[config.mk]
export PLATFORM = sky130hd
export DESIGN_NAME = systolic_2x2_ctrl_flat
export DESIGN_NICKNAME = d
export VERILOG_FILES = /design/src/rtl/systolic_pkg.sv /design/src/rtl/systolic_2x2_ctrl_if.sv /design/src/rtl/systolic_2x2_ctrl.sv /design/src/flat_wrapper.sv
export SDC_FILE = /design/constraint.sdc
export NUM_CORES = 1
export LEC_CHECK = 0
export ABC_AREA = 1
export CORE_UTILIZATION = 47
export DETAILED_ROUTE_END_ITERATION = 8
export PLACE_DENSITY = 0.94
export SETUP_SLACK_MARGIN = 0.3
export SLEW_MARGIN = 30
export SYNTH_ARGS = -nofsm -noshare
export SYNTH_HDL_FRONTEND = slang
export SYNTH_SLANG_ARGS = --single-unit
[constraint.sdc]
create_clock -name clk -period 5.5 [get_ports clk]
set_clock_uncertainty 0.15 [all_clocks]
set_input_delay 1.1 -clock clk [delete_from_list [all_inputs] [get_ports clk]]
set_output_delay 1.1 -clock clk [all_outputs]
set_load 0.05 [all_outputs]
[src/rtl/systolic_pkg.sv]
// Shared definitions for the 2x2 systolic array controller.
// Holds the controller state encoding, the feed length and the bit-position
// indices of each element inside a packed 2x2 matrix word
// (element [i][k] sits at slot 2*i+k, each slot data_width bits wide).
package systolic_pkg;

  typedef enum logic [2:0] {
    StIdle,
    StClear,
    StFeed,
    StDrain,
    StOut
  } state_e;

  localparam int unsigned FEED_CYCLES = 3;

  // Slot numbers of the four elements in a packed matrix word.
  localparam int unsigned IDX_00 = 0;
  localparam int unsigned IDX_01 = 1;
  localparam int unsigned IDX_10 = 2;
  localparam int unsigned IDX_11 = 3;

endpackage

[src/rtl/systolic_2x2_ctrl_if.sv]
// Job/result handshake bundle for systolic_2x2_ctrl.
//   in_valid/in_ready/a_mat/b_mat : job offer (source -> controller)
//   out_valid/out_ready/c00..c11/err : result delivery (controller -> consumer)
// master : job source and result consumer
// slave  : the controller
interface systolic_2x2_ctrl_if #(
  parameter int unsigned data_width = 8
);
  logic                      in_valid;
  logic                      in_ready;
  logic [4*data_width-1:0]   a_mat;
  logic [4*data_width-1:0]   b_mat;
  logic                      out_valid;
  logic                      out_ready;
  logic                      err;
  logic [2*data_width-1:0]   c00;
  logic [2*data_width-1:0]   c01;
  logic [2*data_width-1:0]   c10;
  logic [2*data_width-1:0]   c11;

  modport master (
    output in_valid, a_mat, b_mat, out_ready,
    input  in_ready, out_valid, err, c00, c01, c10, c11
  );

  modport slave (
    input  in_valid, a_mat, b_mat, out_ready,
    output in_ready, out_valid, err, c00, c01, c10, c11
  );
endinterface

[src/rtl/systolic_2x2_ctrl.sv]
// Controller for a 2x2 output-stationary systolic array.
// Accepts a job (A, B), clears the array accumulators for one cycle, feeds
// skewed operands for three cycles, waits in DRAIN for the array's done flag
// (ignored in the first DRAIN cycle), captures the four results and holds
// them until the consumer accepts.
// Ports:
//   clk, rst          : clock, synchronous active-high reset
//   bus (slave)       : job handshake in, result handshake out
//   sa_a0/a1, sa_b0/b1: registered skewed operands to the array
//   sa_enable, sa_clr : array enable, one-cycle accumulator clear
//   arr_done, arr_c** : array completion flag and results
// Optional feature: define SYSTOLIC_CTRL_TIMEOUT_EN to build a DRAIN watchdog
// of timeout_cycles cycles that forces capture with err=1. Without it err=0.
module systolic_2x2_ctrl
  import systolic_pkg::*;
#(
  parameter int unsigned data_width     = 8,
  parameter int unsigned timeout_cycles = 16
) (
  input  logic                    clk,
  input  logic                    rst,
  systolic_2x2_ctrl_if.slave      bus,
  output logic [data_width-1:0]   sa_a0,
  output logic [data_width-1:0]   sa_a1,
  output logic [data_width-1:0]   sa_b0,
  output logic [data_width-1:0]   sa_b1,
  output logic                    sa_enable,
  output logic                    sa_clr,
  input  logic                    arr_done,
  input  logic [2*data_width-1:0] arr_c00,
  input  logic [2*data_width-1:0] arr_c01,
  input  logic [2*data_width-1:0] arr_c10,
  input  logic [2*data_width-1:0] arr_c11
);

  localparam int unsigned DW = data_width;
  localparam int unsigned CW = 2 * data_width;

  state_e            state_q, state_d;
  logic [1:0]        feed_cnt_q, feed_cnt_d;
  logic              drain_late_q, drain_late_d;
  logic [4*DW-1:0]   a_q, a_d, b_q, b_d;
  logic [DW-1:0]     sa_a0_q, sa_a0_d, sa_a1_q, sa_a1_d;
  logic [DW-1:0]     sa_b0_q, sa_b0_d, sa_b1_q, sa_b1_d;
  logic              sa_enable_q, sa_enable_d, sa_clr_q, sa_clr_d;
  logic [CW-1:0]     c00_q, c00_d, c01_q, c01_d, c10_q, c10_d, c11_q, c11_d;
  logic              out_valid_q, out_valid_d;
  logic              done_ok, leave_drain;

  // done is only trusted from the second DRAIN cycle on: a level left high
  // from a previous job must not trigger an early capture.
  assign done_ok = (state_q == StDrain) && drain_late_q && arr_done;

`ifdef SYSTOLIC_CTRL_TIMEOUT_EN
  localparam int unsigned TW = $clog2(timeout_cycles + 1);
  logic [TW-1:0] tmo_cnt_q, tmo_cnt_d;
  logic          tmo_hit;
  logic          err_q, err_d;

  assign tmo_hit     = (state_q == StDrain) && (tmo_cnt_q == TW'(timeout_cycles - 1));
  assign leave_drain = done_ok || tmo_hit;
  assign bus.err     = err_q;
`else
  assign leave_drain = done_ok;
  assign bus.err     = 1'b0;
`endif

  // Element views of the latched job.
  logic [DW-1:0] a00, a01, a10, a11, b00, b01, b10, b11;
  assign a00 = a_q[IDX_00*DW +: DW];
  assign a01 = a_q[IDX_01*DW +: DW];
  assign a10 = a_q[IDX_10*DW +: DW];
  assign a11 = a_q[IDX_11*DW +: DW];
  assign b00 = b_q[IDX_00*DW +: DW];
  assign b01 = b_q[IDX_01*DW +: DW];
  assign b10 = b_q[IDX_10*DW +: DW];
  assign b11 = b_q[IDX_11*DW +: DW];

  always_comb begin
    state_d      = state_q;
    feed_cnt_d   = feed_cnt_q;
    drain_late_d = drain_late_q;
    a_d          = a_q;
    b_d          = b_q;
    c00_d        = c00_q;
    c01_d        = c01_q;
    c10_d        = c10_q;
    c11_d        = c11_q;
    out_valid_d  = out_valid_q;
`ifdef SYSTOLIC_CTRL_TIMEOUT_EN
    tmo_cnt_d    = tmo_cnt_q;
    err_d        = err_q;
`endif

    unique case (state_q)
      StIdle: begin
        if (bus.in_valid) begin
          a_d     = bus.a_mat;
          b_d     = bus.b_mat;
          state_d = StClear;
        end
      end
      StClear: begin
        feed_cnt_d = '0;
        state_d    = StFeed;
      end
      StFeed: begin
        if (feed_cnt_q == 2'(FEED_CYCLES - 1)) begin
          drain_late_d = 1'b0;
`ifdef SYSTOLIC_CTRL_TIMEOUT_EN
          tmo_cnt_d    = '0;
`endif
          state_d      = StDrain;
        end else begin
          feed_cnt_d = feed_cnt_q + 2'd1;
        end
      end
      StDrain: begin
        drain_late_d = 1'b1;
`ifdef SYSTOLIC_CTRL_TIMEOUT_EN
        tmo_cnt_d    = tmo_cnt_q + TW'(1);
`endif
        if (leave_drain) begin
          c00_d       = arr_c00;
          c01_d       = arr_c01;
          c10_d       = arr_c10;
          c11_d       = arr_c11;
          out_valid_d = 1'b1;
`ifdef SYSTOLIC_CTRL_TIMEOUT_EN
          err_d       = !done_ok;
`endif
          state_d     = StOut;
        end
      end
      StOut: begin
        if (bus.out_ready) begin
          out_valid_d = 1'b0;
`ifdef SYSTOLIC_CTRL_TIMEOUT_EN
          err_d       = 1'b0;
`endif
          state_d     = StIdle;
        end
      end
      default: state_d = StIdle;
    endcase

    // Array-side outputs are registered from the next state so they line up
    // with the state the controller is in during that cycle.
    sa_a0_d     = '0;
    sa_a1_d     = '0;
    sa_b0_d     = '0;
    sa_b1_d     = '0;
    sa_enable_d = 1'b0;
    sa_clr_d    = 1'b0;
    case (state_d)
      StClear: sa_clr_d = 1'b1;
      StFeed: begin
        sa_enable_d = 1'b1;
        // Row i of A and column j of B are delayed by i / j cycles.
        case (feed_cnt_d)
          2'd0: begin
            sa_a0_d = a00;
            sa_b0_d = b00;
          end
          2'd1: begin
            sa_a0_d = a01;
            sa_a1_d = a10;
            sa_b0_d = b10;
            sa_b1_d = b01;
          end
          2'd2: begin
            sa_a1_d = a11;
            sa_b1_d = b11;
          end
          default: ;
        endcase
      end
      StDrain: sa_enable_d = 1'b1;
      default: ;
    endcase
  end

  always_ff @(posedge clk) begin
    if (rst) begin
      state_q      <= StIdle;
      feed_cnt_q   <= '0;
      drain_late_q <= 1'b0;
      a_q          <= '0;
      b_q          <= '0;
      sa_a0_q      <= '0;
      sa_a1_q      <= '0;
      sa_b0_q      <= '0;
      sa_b1_q      <= '0;
      sa_enable_q  <= 1'b0;
      sa_clr_q     <= 1'b0;
      c00_q        <= '0;
      c01_q        <= '0;
      c10_q        <= '0;
      c11_q        <= '0;
      out_valid_q  <= 1'b0;
`ifdef SYSTOLIC_CTRL_TIMEOUT_EN
      tmo_cnt_q    <= '0;
      err_q        <= 1'b0;
`endif
    end else begin
      state_q      <= state_d;
      feed_cnt_q   <= feed_cnt_d;
      drain_late_q <= drain_late_d;
      a_q          <= a_d;
      b_q          <= b_d;
      sa_a0_q      <= sa_a0_d;
      sa_a1_q      <= sa_a1_d;
      sa_b0_q      <= sa_b0_d;
      sa_b1_q      <= sa_b1_d;
      sa_enable_q  <= sa_enable_d;
      sa_clr_q     <= sa_clr_d;
      c00_q        <= c00_d;
      c01_q        <= c01_d;
      c10_q        <= c10_d;
      c11_q        <= c11_d;
      out_valid_q  <= out_valid_d;
`ifdef SYSTOLIC_CTRL_TIMEOUT_EN
      tmo_cnt_q    <= tmo_cnt_d;
      err_q        <= err_d;
`endif
    end
  end

  assign sa_a0         = sa_a0_q;
  assign sa_a1         = sa_a1_q;
  assign sa_b0         = sa_b0_q;
  assign sa_b1         = sa_b1_q;
  assign sa_enable     = sa_enable_q;
  assign sa_clr        = sa_clr_q;
  assign bus.in_ready  = (state_q == StIdle);
  assign bus.out_valid = out_valid_q;
  assign bus.c00       = c00_q;
  assign bus.c01       = c01_q;
  assign bus.c10       = c10_q;
  assign bus.c11       = c11_q;

endmodule

[src/flat_wrapper.sv]
// flat-port wrapper written by rule: the top's interface ports become plain ports
module systolic_2x2_ctrl_flat import systolic_pkg::*;
#(
  parameter int unsigned data_width     = 8,
  parameter int unsigned timeout_cycles = 16
)
  (clk, rst, sa_a0, sa_a1, sa_b0, sa_b1, sa_enable, sa_clr, arr_done, arr_c00, arr_c01, arr_c10, arr_c11, bus_in_valid, bus_a_mat, bus_b_mat, bus_out_ready, bus_in_ready, bus_out_valid, bus_err, bus_c00, bus_c01, bus_c10, bus_c11);
  systolic_2x2_ctrl_if #(.data_width(data_width)) bus_i ();
  input  logic clk;
  input  logic rst;
  output logic [data_width-1:0] sa_a0;
  output logic [data_width-1:0] sa_a1;
  output logic [data_width-1:0] sa_b0;
  output logic [data_width-1:0] sa_b1;
  output logic sa_enable;
  output logic sa_clr;
  input  logic arr_done;
  input  logic [2*data_width-1:0] arr_c00;
  input  logic [2*data_width-1:0] arr_c01;
  input  logic [2*data_width-1:0] arr_c10;
  input  logic [2*data_width-1:0] arr_c11;
  input wire logic [$bits(bus_i.in_valid)-1:0] bus_in_valid;
  input wire logic [$bits(bus_i.a_mat)-1:0] bus_a_mat;
  input wire logic [$bits(bus_i.b_mat)-1:0] bus_b_mat;
  input wire logic [$bits(bus_i.out_ready)-1:0] bus_out_ready;
  output wire logic [$bits(bus_i.in_ready)-1:0] bus_in_ready;
  output wire logic [$bits(bus_i.out_valid)-1:0] bus_out_valid;
  output wire logic [$bits(bus_i.err)-1:0] bus_err;
  output wire logic [$bits(bus_i.c00)-1:0] bus_c00;
  output wire logic [$bits(bus_i.c01)-1:0] bus_c01;
  output wire logic [$bits(bus_i.c10)-1:0] bus_c10;
  output wire logic [$bits(bus_i.c11)-1:0] bus_c11;
  assign bus_i.in_valid = bus_in_valid;
  assign bus_i.a_mat = bus_a_mat;
  assign bus_i.b_mat = bus_b_mat;
  assign bus_i.out_ready = bus_out_ready;
  assign bus_in_ready = bus_i.in_ready;
  assign bus_out_valid = bus_i.out_valid;
  assign bus_err = bus_i.err;
  assign bus_c00 = bus_i.c00;
  assign bus_c01 = bus_i.c01;
  assign bus_c10 = bus_i.c10;
  assign bus_c11 = bus_i.c11;
  systolic_2x2_ctrl #(.data_width(data_width), .timeout_cycles(timeout_cycles)) u_core (.clk(clk), .rst(rst), .bus(bus_i), .sa_a0(sa_a0), .sa_a1(sa_a1), .sa_b0(sa_b0), .sa_b1(sa_b1), .sa_enable(sa_enable), .sa_clr(sa_clr), .arr_done(arr_done), .arr_c00(arr_c00), .arr_c01(arr_c01), .arr_c10(arr_c10), .arr_c11(arr_c11));
endmodule
# Word-level counts from Yosys, hierarchy flattened
# Index checks and enable logic that the tools add are counted.
# totals
regBits	169
out_inout_bits	101
elab_cells	61
# classes
addsub	1
n_eq_ne	13
mux	18
bitwise	1
n_reduce_logical	12
# ops
cell	n
$pmux 8 s2	4
$pmux 3 s5	1
$eq 3x2->1 const B	4
$mux 3	4
$eq 3x1->1 const B	2
$reduce_and 2->1	3
$mux 1	5
$eq 2x2->1 const B	2
$ne 2x1->1 const B	2
$pmux 1 s2	2
$pmux 2 s2	1
$reduce_bool 2->1	2
$reduce_or 2->1	2
$eq 3x3->1 const B	1
$logic_not 3->1	1
$reduce_and 3->1	1
$add 2x1->2 const B	1
$eq 2x1->1 const B	1
$logic_and 1x1->1	2
$logic_not 2->1	1
$mux 2	1
$ne 2x2->1 const B	1
$not 1->1	1

# Depth between registers and ports, before layout
# Gate-level depths: netlist (run 1).
# depth
ltp_word	8
depth_mapped	12

# Worst setup path after synthesis (run 1)
# Ideal clock, no wire load.
# synth_path
kind	register to output
start	reg u_core.state_q[1]
end	out bus_in_ready
arrival_time_ns	1.123
required_ns	4.250
setup_slack_ns	3.127
path_stages_with_launch	4
path_cell_list	dfxtp_1 > inv_1 > nand2_2 > nor2_1
# synth_via
elab_chain_cells	1
# synth_lines
item	line	source
start, declared	systolic_2x2_ctrl.sv:39	state_e state_q, state_d;
start signal, assigned	systolic_2x2_ctrl.sv:185	state_q <= StIdle;
start signal, assigned	systolic_2x2_ctrl.sv:206	state_q <= state_d;
$logic_not 3->1	systolic_2x2_ctrl.sv:235	assign bus.in_ready = (state_q == StIdle);
end, declared	flat_wrapper.sv:26	output wire logic [$bits(bus_i.in_ready)-1:0] bus_in_ready;
# No other way between the ends.

# Worst setup path in the final report (run 1)
# layout_path
start	reg u_core.state_q[0]
end	out bus_in_ready
# Same word-level chain as after synthesis.

==> flow_summary.json, run 1 <==
{
  "status": "complete, no violations",
  "clkSlewWorstSetupHoldPaths_ns": 0.06,
  "min_path_type": "register to register",
  "dr.pass1.iters": 5,
  "n_fill_cell": 937,
  "first_global_vias": 5261,
  "synth_warnings": 0,
  "start_util_pct": 48.60,
  "setup_tns_ns": 0,
  "drc": 0,
  "drtIter0Drc": 405,
  "post-route-period-util_pct": 56.36,
  "hold_violations": 0,
  "cts_buffers": 17,
  "io_buffers": 232,
  "crit_fanout": 5,
  "placed_cell_area_um2": 8472,
  "dieArea_um2": 13670,
  "antenna_found_initial": 1,
  "vias": 5736,
  "syn_to_final_growth_pct": 45.73,
  "syn_area_um2": 6208,
  "viasPerCell": 5.001,
  "multi_input_area_um2": 2165,
  "fp.dieW_um": 116.9,
  "tightestPinTransition_ns": 0.6877,
  "setup_violations": 0,
  "synthesis.instances": 761,
  "start_kind": "register",
  "rsz0062_at_grt": "no",
  "seqCellArea_um2": 3383,
  "p_per_area_nw_per_um2": 312.6,
  "cts_tree": "yes",
  "std_cell_rows": 41,
  "grt_max_degree": 84,
  "ys_seq_elements": 169,
  "routedWlPerCell_um": 14.26,
  "p_int_mw": 2.140,
  "slew_viol_final": 0,
  "clk_path_buf_depth": 2,
  "clk_latency_ns": 0.42,
  "maxCapViolCount": 0,
  "cp_data_required_time_ns": 4.25,
  "timing.fmax_mhz": 322.6,
  "leakagePower_nw": 3.332,
  "track_usage_pct": 23.60,
  "cts_hold_buf": 0,
  "p_sw_share_pct": 24.32,
  "ant_nets": 0,
  "syn_avg_cell_area_um2": 8.158,
  "cts_resized": 0,
  "grt_pass1_wl_um": 24320,
  "hpwl_um": 10860,
  "drt_wl_total_um": 16360,
  "synth_seq_area_share_pct": 54.49,
  "crit_type": "register to primary output",
  "arrival_ns": 1.85,
  "cts.sinks": 169,
  "die_h_um": 116.9,
  "io_pins": 234,
  "cts_setup_buffers": 0,
  "htreeDepth": 4,
  "endpoint_kind": "primary output",
  "synthesis.nets": 899,
  "yosysUniqueCellTypes": 25,
  "root_buffer": "clkbuf_16",
  "routabilityCongestion": 0.7676,
  "p_switching_mw": 0.6879,
  "power.share.clock_pct": 40.9,
  "max-slew-margin-rel_pct": 54.15,
  "combPwrFrac_pct": 13.2,
  "grt_overflow": 0,
  "irDropWorstVdd_mv": 0.2060,
  "fin_nets": 1100,
  "core_um2": 12770,
  "final.min_clock_period_ns": 3.100,
  "finalInstanceArea_um2": 9047,
  "final_layout_size_suffix_gt1_share_pct": 7.495,
  "power.share.sequential_pct": 46.0
}
[routing by layer]
| metal | up-vias | GRT usage (%) | part of all wire, % |
|---|---|---|---|
| li1 | 2833 | - | - |
| met1 | 2641 | 24.59 | 40 |
| met2 | 225 | 42.64 | 50 |
| met3 | 37 | 7.312 | 7.8 |
| met4 | 0 | 12.32 | 2.9 |
| met5 | - | 0 | 0 |
[flip-flops by register name, indices dropped and copies added (netlist names)]
signal,flops
u_core.sa_b0,8
u_core.sa_a0,8
u_core.bus.c00,16
u_core.a_q,32
u_core.feed_cnt_q,2
u_core.sa_enable,1
u_core.bus.c01,16
u_core.b_q,32
u_core.drain_late_q,1
u_core.bus.out_valid,1
u_core.sa_a1,8
u_core.sa_clr,1
u_core.bus.c10,16
u_core.bus.c11,16
u_core.state_q,3
u_core.sa_b1,8
[cell usage after synthesis, drive strengths merged]
cell	n	area [um^2]
ha	5	62.56
nand3	3	20.02
nor2	169	711.9
inv	96	360.3
clkbuf	28	108.9
nor3	1	5.000
a21oi	68	351.6
o21ai	130	650.6
a211oi	1	7.510
nand2	32	137.6
nand4	1	6.260
dfxtp	169	3383
conb	1	3.750
o22ai	32	200.2
buf	25	198.9
[worst max-delay path: stages, from the launching register on]
cell,delay [ns]
dfxtp_1,0.34
inv_1,0.09
nand2_2,0.08
nor2_1,0.10
clkdlybuf4s50_1,0.82
[power by group through the flow]
stage	Sequential [mW]	Clock, mW	Combinational [mW]
after floorplan	1.34	0	0.202
after global placement	1.32	0	0.359
after detailed placement	1.33	0	0.370
after CTS	1.30	1.17	0.373
after global routing	1.30	1.23	0.410
final	1.30	1.16	0.372
[cell type report]
class | instances | share of cell area, %
Timing Repair Buffer | 235 | 25.92
Inverter | 96 | 4.024
Clock buffer | 23 | 5.283
Sequential cell | 169 | 37.39
Multi-Input combinational cell | 443 | 23.92
Tap cell | 172 | 2.379
Antenna cell | 1 | 0.02766
Clock inverter | 8 | 1.051
[path summary, 6_finish.rpt]
path | from | to | slack (ns) | cells past startpoint
worst max-delay path | u_core.state_q[0]$_SDFF_PP0_ | bus_in_ready | 2.40 | 4
worst min-delay path | u_core.a_q[4]$_SDFFE_PP0P_ | u_core.a_q[4]$_SDFFE_PP0P_ | 0.30 | 2
worst max register to register | u_core.state_q[1]$_SDFF_PP0_ | u_core.sa_b0[3]$_SDFF_PP0_ | 3.25 | 10
worst min register to register | u_core.a_q[4]$_SDFFE_PP0P_ | u_core.a_q[4]$_SDFFE_PP0P_ | 0.30 | 2
[per-stage QoR]
stage	std cells	setup slack, ns	utilization (%)	hold WS [ns]	power [mW]
final	1147	2.400	70.83	0.3045	2.828
after global routing	1147	2.243	70.83	0.3171	2.942
after CTS	1146	2.378	70.81	0.3035	2.847
after detailed placement	1115	1.964	66.32	0.2942	1.696
after global placement	1115	2.024	66.30	0.2894	1.683
after floorplan	761	3.127	-	0.2797	1.547
[placed cells by master, fill, tap and decap left out]
| master | count |
|---|---|
| nor2_2 | 31 |
| diode_2 | 1 |
| nand4_1 | 1 |
| clkinv_2 | 5 |
| inv_1 | 92 |
| clkinvlp_4 | 2 |
| buf_4 | 3 |
| clkbuf_8 | 3 |
| o21ai_0 | 121 |
| clkbuf_16 | 17 |
| o21ai_1 | 9 |
| nand2_1 | 27 |
| nand3_4 | 1 |
| inv_4 | 1 |
| conb_1 | 1 |
| nand2_4 | 1 |
| inv_2 | 2 |
| a211oi_1 | 1 |
| clkdlybuf4s50_1 | 232 |
| clkbuf_1 | 3 |
| nand2_2 | 4 |
| o22ai_1 | 32 |
| nand3_1 | 2 |
| a21oi_4 | 1 |
| a21oi_1 | 67 |
| ha_1 | 5 |
| nor3_1 | 1 |
| bufinv_16 | 2 |
| nor2_1 | 138 |
| dfxtp_1 | 169 |
[kinds of logic (layout without fill, tap and decap cells)]
family	count (synthesis)	after routing	synth area share (%)
DFF	169	169	54.49
AOI/OAI and AO/OA	231	231	19.49
adders and majority gates	5	5	1.008
buffers and inverters	149	362	10.76
other	1	2	0.06040
and+or+nand+nor	206	206	14.19
No activity file was read; power rests on OpenSTA's default activity.
==> inputs of run 2 (changes only) <==
--- a/config.mk
+++ b/config.mk
@@ -6,9 +6,9 @@
 export NUM_CORES = 1
 export LEC_CHECK = 0
 export ABC_AREA = 1
-export CORE_UTILIZATION = 47
+export CORE_UTILIZATION = 44
 export DETAILED_ROUTE_END_ITERATION = 8
-export PLACE_DENSITY = 0.94
+export PLACE_DENSITY = 0.89
 export SETUP_SLACK_MARGIN = 0.3
 export SLEW_MARGIN = 30
 export SYNTH_ARGS = -nofsm -noshare
==> constraint.sdc (replaced) <==
create_clock -name clk -period 3.1 [get_ports clk]
set_clock_uncertainty 0.15 [all_clocks]
set_input_delay 0.62 -clock clk [delete_from_list [all_inputs] [get_ports clk]]
set_output_delay 0.62 -clock clk [all_outputs]
set_load 0.05 [all_outputs]
==> flow_summary.json, run 2 (synthesized netlist as in run 1, its figures left out) <==
{
  "status": "complete, no violations",
  "final_cells": 1159,
  "grt_max_degree": 130,
  "grt_pass1_wl_um": 24260,
  "die_h_um": 120.8,
  "drc": 0,
  "viasPerCell": 4.856,
  "place_ws_ns": 0.7175,
  "timing.fmax_mhz": 383.5,
  "cp_data_required_time_ns": 2.33,
  "leakagePower_nw": 3.375,
  "clk_latency_ns": 0.42,
  "htreeDepth": 4,
  "p_int_mw": 3.847,
  "hpwl_um": 10530,
  "clkSlewWorstSetupHoldPaths_ns": 0.06,
  "post-route-period-util_pct": 84.12,
  "final_util_pct": 66.17,
  "rsz0062_at_grt": "no",
  "antenna_found_initial": 0,
  "cts.sinks": 169,
  "irDropWorstVdd_mv": 0.3539,
  "top_regs": "u_core.a_q (32), u_core.b_q (32)",
  "routedWlPerCell_um": 13.53,
  "routabilityCongestion": 0.7938,
  "multi_input_area_um2": 2165,
  "finalInstanceArea_um2": 9149,
  "power.share.clock_pct": 42.4,
  "fin_nets": 1104,
  "tightestPinTransition_ns": 0.7084,
  "placed_cell_area_um2": 8534,
  "layout_setup_ws_ns": 0.4923,
  "start_kind": "register",
  "drtIter0Drc": 405,
  "timing.rr.end": "u_core.sa_b0[5]$_SDFF_PP0_",
  "first_global_vias": 4994,
  "p_total_mw": 5.147,
  "grt_overflow": 0,
  "arrival_ns": 1.84,
  "std_cell_rows": 43,
  "syn_to_final_growth_pct": 47.36,
  "startpoint": "u_core.state_q[1]$_SDFF_PP0_",
  "setup_tns_ns": 0,
  "ff2ff_setup_slack_ns": 0.87,
  "cts_buffers": 17,
  "fp.dieW_um": 120.8,
  "rr_startpoint": "u_core.state_q[1]$_SDFF_PP0_",
  "combPwrFrac_pct": 12.9,
  "p_per_area_nw_per_um2": 562.5,
  "seqCellArea_um2": 3383,
  "crit_fanout": 5,
  "dieArea_um2": 14590,
  "start_util_pct": 44.90,
  "max-slew-margin-rel_pct": 52.72,
  "p_sw_share_pct": 25.25,
  "final.min_clock_period_ns": 2.608,
  "crit_type": "register to primary output",
  "hold_ws_ns": 0.3038,
  "ant_nets": 0,
  "final_layout_size_suffix_gt1_share_pct": 8.172,
  "final_cell_mix": "clkdlybuf4s50_1, dfxtp_1, nor2_1, o21ai_0, inv_1",
  "slew_viol_final": 0,
  "power.share.sequential_pct": 44.8,
  "min_path_type": "register to register",
  "io_pins": 234,
  "core_um2": 13830,
  "setup_violations": 0,
  "clk_path_buf_depth": 2,
  "endpoint_kind": "primary output",
  "final_common_cell": "clkdlybuf4s50_1",
  "p_switching_mw": 1.300,
  "place_inst": 1127,
  "cts_tree": "yes",
  "cts_resized": 0,
  "cts_setup_buffers": 0,
  "ff2ff_path_depth": 10,
  "endpoint": "bus_in_ready",
  "io_buffers": 232,
  "root_buffer": "clkbuf_16",
  "track_usage_pct": 21.52,
  "n_fill_cell": 1098,
  "maxCapViolCount": 0,
  "vias": 5628,
  "dr.pass1.iters": 4,
  "cts_hold_buf": 0,
  "hold_violations": 0,
  "drt_wl_total_um": 15680,
  "n_antenna_cell": 0
}
-- run 2: how the worst min path moves through the flow --
stage          depth (start not counted)  slack (ns)                     endpoint                        start
2_1_floorplan                          2        0.28   u_core.a_q[0]$_SDFFE_PP0P_   u_core.a_q[0]$_SDFFE_PP0P_
3_3_place_gp                           2        0.29  u_core.b_q[24]$_SDFFE_PP0P_  u_core.b_q[24]$_SDFFE_PP0P_
3_5_place_dp                           2        0.29   u_core.b_q[4]$_SDFFE_PP0P_   u_core.b_q[4]$_SDFFE_PP0P_
4_1_cts                                2        0.30   u_core.b_q[4]$_SDFFE_PP0P_   u_core.b_q[4]$_SDFFE_PP0P_
5_1_grt                                2        0.32  u_core.a_q[30]$_SDFFE_PP0P_  u_core.a_q[30]$_SDFFE_PP0P_
6_report                               2        0.30   u_core.b_q[4]$_SDFFE_PP0P_   u_core.b_q[4]$_SDFFE_PP0P_
-- run 2: power by group through the flow --
| stage | logic (mW) | registers (mW) | clock network (mW) |
|---|---|---|---|
| 2_1_floorplan | 0.359 | 2.39 | 0 |
| 3_3_place_gp | 0.650 | 2.35 | 0 |
| 3_5_place_dp | 0.661 | 2.35 | 0 |
| 4_1_cts | 0.666 | 2.30 | 2.23 |
| 5_1_grt | 0.733 | 2.31 | 2.34 |
| 6_report | 0.662 | 2.30 | 2.18 |
-- run 2: per-layer routing --
metal / GRT usage, % / routed length (um) / share of wire, % / vias up
met1: 25.44 / 6706 / 43 / 2564
met2: 36.31 / 7753 / 49 / 204
li1: - / - / - / 2850
met4: 6.636 / 123 / 0.78 / 0
met5: 0 / 0 / 0 / -
met3: 7.736 / 1096 / 7.0 / 10
-- run 2: layout make-up --
type / count / area share, %
Clock buffer: 17 / 4.650
Clock inverter: 15 / 2.065
Inverter: 96 / 3.952
Multi-Input combinational cell: 443 / 23.66
Sequential cell: 169 / 36.98
Tap cell: 180 / 2.462
Timing Repair Buffer: 239 / 26.23
-- run 2: worst max-delay path: stages (launching register included) --
cell and delay, ns:
dfxtp_1 0.34, inv_1 0.09, nand2_2 0.09, nor2_1 0.09, clkdlybuf4s50_1 0.82
==> inputs of run 3 (changes only) <==
--- a/config.mk
+++ b/config.mk
@@ -6,9 +6,9 @@
 export NUM_CORES = 1
 export LEC_CHECK = 0
 export ABC_AREA = 1
-export CORE_UTILIZATION = 44
+export CORE_UTILIZATION = 40
 export DETAILED_ROUTE_END_ITERATION = 8
-export PLACE_DENSITY = 0.89
+export PLACE_DENSITY = 0.86
 export SETUP_SLACK_MARGIN = 0.3
 export SLEW_MARGIN = 30
 export SYNTH_ARGS = -nofsm -noshare
==> constraint.sdc (replaced) <==
create_clock -name clk -period 2.3 [get_ports clk]
set_clock_uncertainty 0.15 [all_clocks]
set_input_delay 0.46 -clock clk [delete_from_list [all_inputs] [get_ports clk]]
set_output_delay 0.46 -clock clk [all_outputs]
set_load 0.05 [all_outputs]
==> flow_summary.json, run 3 (synthesized netlist as in run 1, its figures left out) <==
{
  "status": "complete, no violations",
  "vias": 5634,
  "grt_pass1_wl_um": 25540,
  "p_int_mw": 5.450,
  "setup_tns_ns": 0,
  "drc": 0,
  "root_buffer": "clkbuf_16",
  "rr_startpoint": "u_core.feed_cnt_q[1]$_SDFF_PP0_",
  "n_antenna_cell": 0,
  "track_usage_pct": 20.41,
  "start_kind": "register",
  "crit_fanout": 2,
  "clk_path_buf_depth": 2,
  "cts_buffers": 17,
  "max-slew-margin-rel_pct": 62.82,
  "grt_overflow": 0,
  "hold_ws_ns": 0.3005,
  "p_sw_share_pct": 23.79,
  "crit_type": "register to primary output",
  "worst-path-buf-inv": 1,
  "first_global_vias": 5238,
  "slew_viol_final": 0,
  "htreeDepth": 4,
  "io_buffers": 232,
  "clk_latency_ns": 0.41,
  "max_stage_delay_ns": 0.55,
  "min_from": "u_core.b_q[29]$_SDFFE_PP0P_",
  "timing.fmax_mhz": 515.9,
  "final_cell_mix": "dfxtp_1, nor2_1, clkdlybuf4s50_1, o21ai_0, dlygate4sd2_1",
  "crit_path_top_delay_cell": "dlygate4sd2_1",
  "leakagePower_nw": 3.955,
  "final.min_clock_period_ns": 1.939,
  "top_regs": "u_core.a_q (32), u_core.b_q (32)",
  "io_pins": 234,
  "post-route-period-util_pct": 84.28,
  "final_layout_size_suffix_gt1_share_pct": 9.818,
  "grt_max_degree": 85,
  "dieArea_um2": 16020,
  "start_util_pct": 40.84,
  "ant_nets": 0,
  "startpoint": "u_core.bus.c01[3]$_SDFFE_PP0P_",
  "irDropWorstVdd_mv": 0.5382,
  "routedWlPerCell_um": 13.82,
  "combPwrFrac_pct": 13.1,
  "setup_violations": 0,
  "maxCapViolCount": 0,
  "die_h_um": 126.6,
  "rsz0062_at_grt": "no",
  "viasPerCell": 4.791,
  "drtIter0Drc": 302,
  "std_cell_rows": 45,
  "hold_violations": 0,
  "crit_family": "buffers and inverters",
  "p_switching_mw": 1.701,
  "p_per_area_nw_per_um2": 774.4,
  "endpoint_kind": "primary output",
  "dr.pass1.iters": 6,
  "fp.dieW_um": 126.6,
  "hpwl_um": 11300,
  "antenna_found_initial": 0,
  "power.share.sequential_pct": 43.4,
  "fin_nets": 1114,
  "cts_hold_buf": 0,
  "drt_wl_total_um": 16260,
  "n_fill_cell": 1355,
  "routabilityCongestion": 0.7723,
  "cp_data_required_time_ns": 1.69,
  "min_path_type": "register to register",
  "core_um2": 15200,
  "crit_chain": "dlygate4sd2_1",
  "tightestPinTransition_ns": 0.5600,
  "syn_to_final_growth_pct": 48.73,
  "clkSlewWorstSetupHoldPaths_ns": 0.06,
  "cts_tree": "yes",
  "final_common_cell": "dfxtp_1",
  "cts.sinks": 169,
  "power.share.clock_pct": 43.5,
  "arrival_ns": 1.33
}
[run 3: changes by cell type in the layout (fill, tap and decap cells not counted), sizes merged]
cell           previous run  this run
clkinv                    6         3
clkdlybuf4s50           232       132
bufinv                    3         4
dlygate4sd2               0        99
clkbuf                   17        22
buf                       7        18
inv                     100        96
[run 3: per-stage QoR]
stage	area [um^2]	cells	utilization, %	total power [mW]	setup WS (ns)
floorplan	6208	761	-	3.699	0.3548
global placement	8665	1143	57.00	4.077	0.3552
detailed placement	8665	1143	57.00	4.101	0.2975
CTS	9196	1174	60.49	7.204	0.3215
global route	9234	1176	60.74	7.456	0.3079
finish	9234	1176	60.74	7.151	0.3615
[run 3: what timing repair did]
action / CTS / global route
resized for setup: 99 / 9
buffers inserted: 0 / 2
pin swaps: 0 / 1
setup endpoints to repair: 99 / 32
[run 3: tightest hold or removal path, delay by kind of cell, from the launching register on]
family	cells	cell delay, ns
flip-flops	1	0.30
buffers and inverters	1	0.06
AO/OA/AOI/OAI	1	0.05
[run 3: final timing paths]
| kind | endpoint | slack (ns) | cells after the start |
|---|---|---|---|
| setup / recovery | bus_c01[3] | 0.36 | 1 |
| hold / removal | u_core.b_q[29]$_SDFFE_PP0P_ | 0.30 | 2 |
| setup reg to reg | u_core.sa_b1[2]$_SDFF_PP0_ | 0.45 | 11 |
| hold reg to reg | u_core.b_q[29]$_SDFFE_PP0P_ | 0.30 | 2 |
[run 3: cell type report]
cell class | count | area, um^2 | area share [%]
sequential | 169 | 3387 | 36.68
timing repair buffer | 249 | 2419 | 26.19
multi-input combinational | 443 | 2176 | 23.56
clock buffer | 22 | 494.2 | 5.352
inverter | 96 | 361.6 | 3.916
tap | 188 | 235.2 | 2.547
clock inverter | 9 | 161.4 | 1.748
[run 3: power by group through the flow]
stage	Clock [mW]	Combinational (mW)	Sequential, mW
5_1_grt	3.30	1.03	3.12
2_1_floorplan	0	0.484	3.21
3_3_place_gp	0	0.911	3.17
3_5_place_dp	0	0.930	3.17
4_1_cts	3.17	0.925	3.11
6_report	3.11	0.934	3.11
[run 3: layer usage]
layer	track usage (%)	wire length [um]
met1	23.72	6856
met2	36.43	8125
met3	5.441	1103
met4	6.520	169
met5	0	0
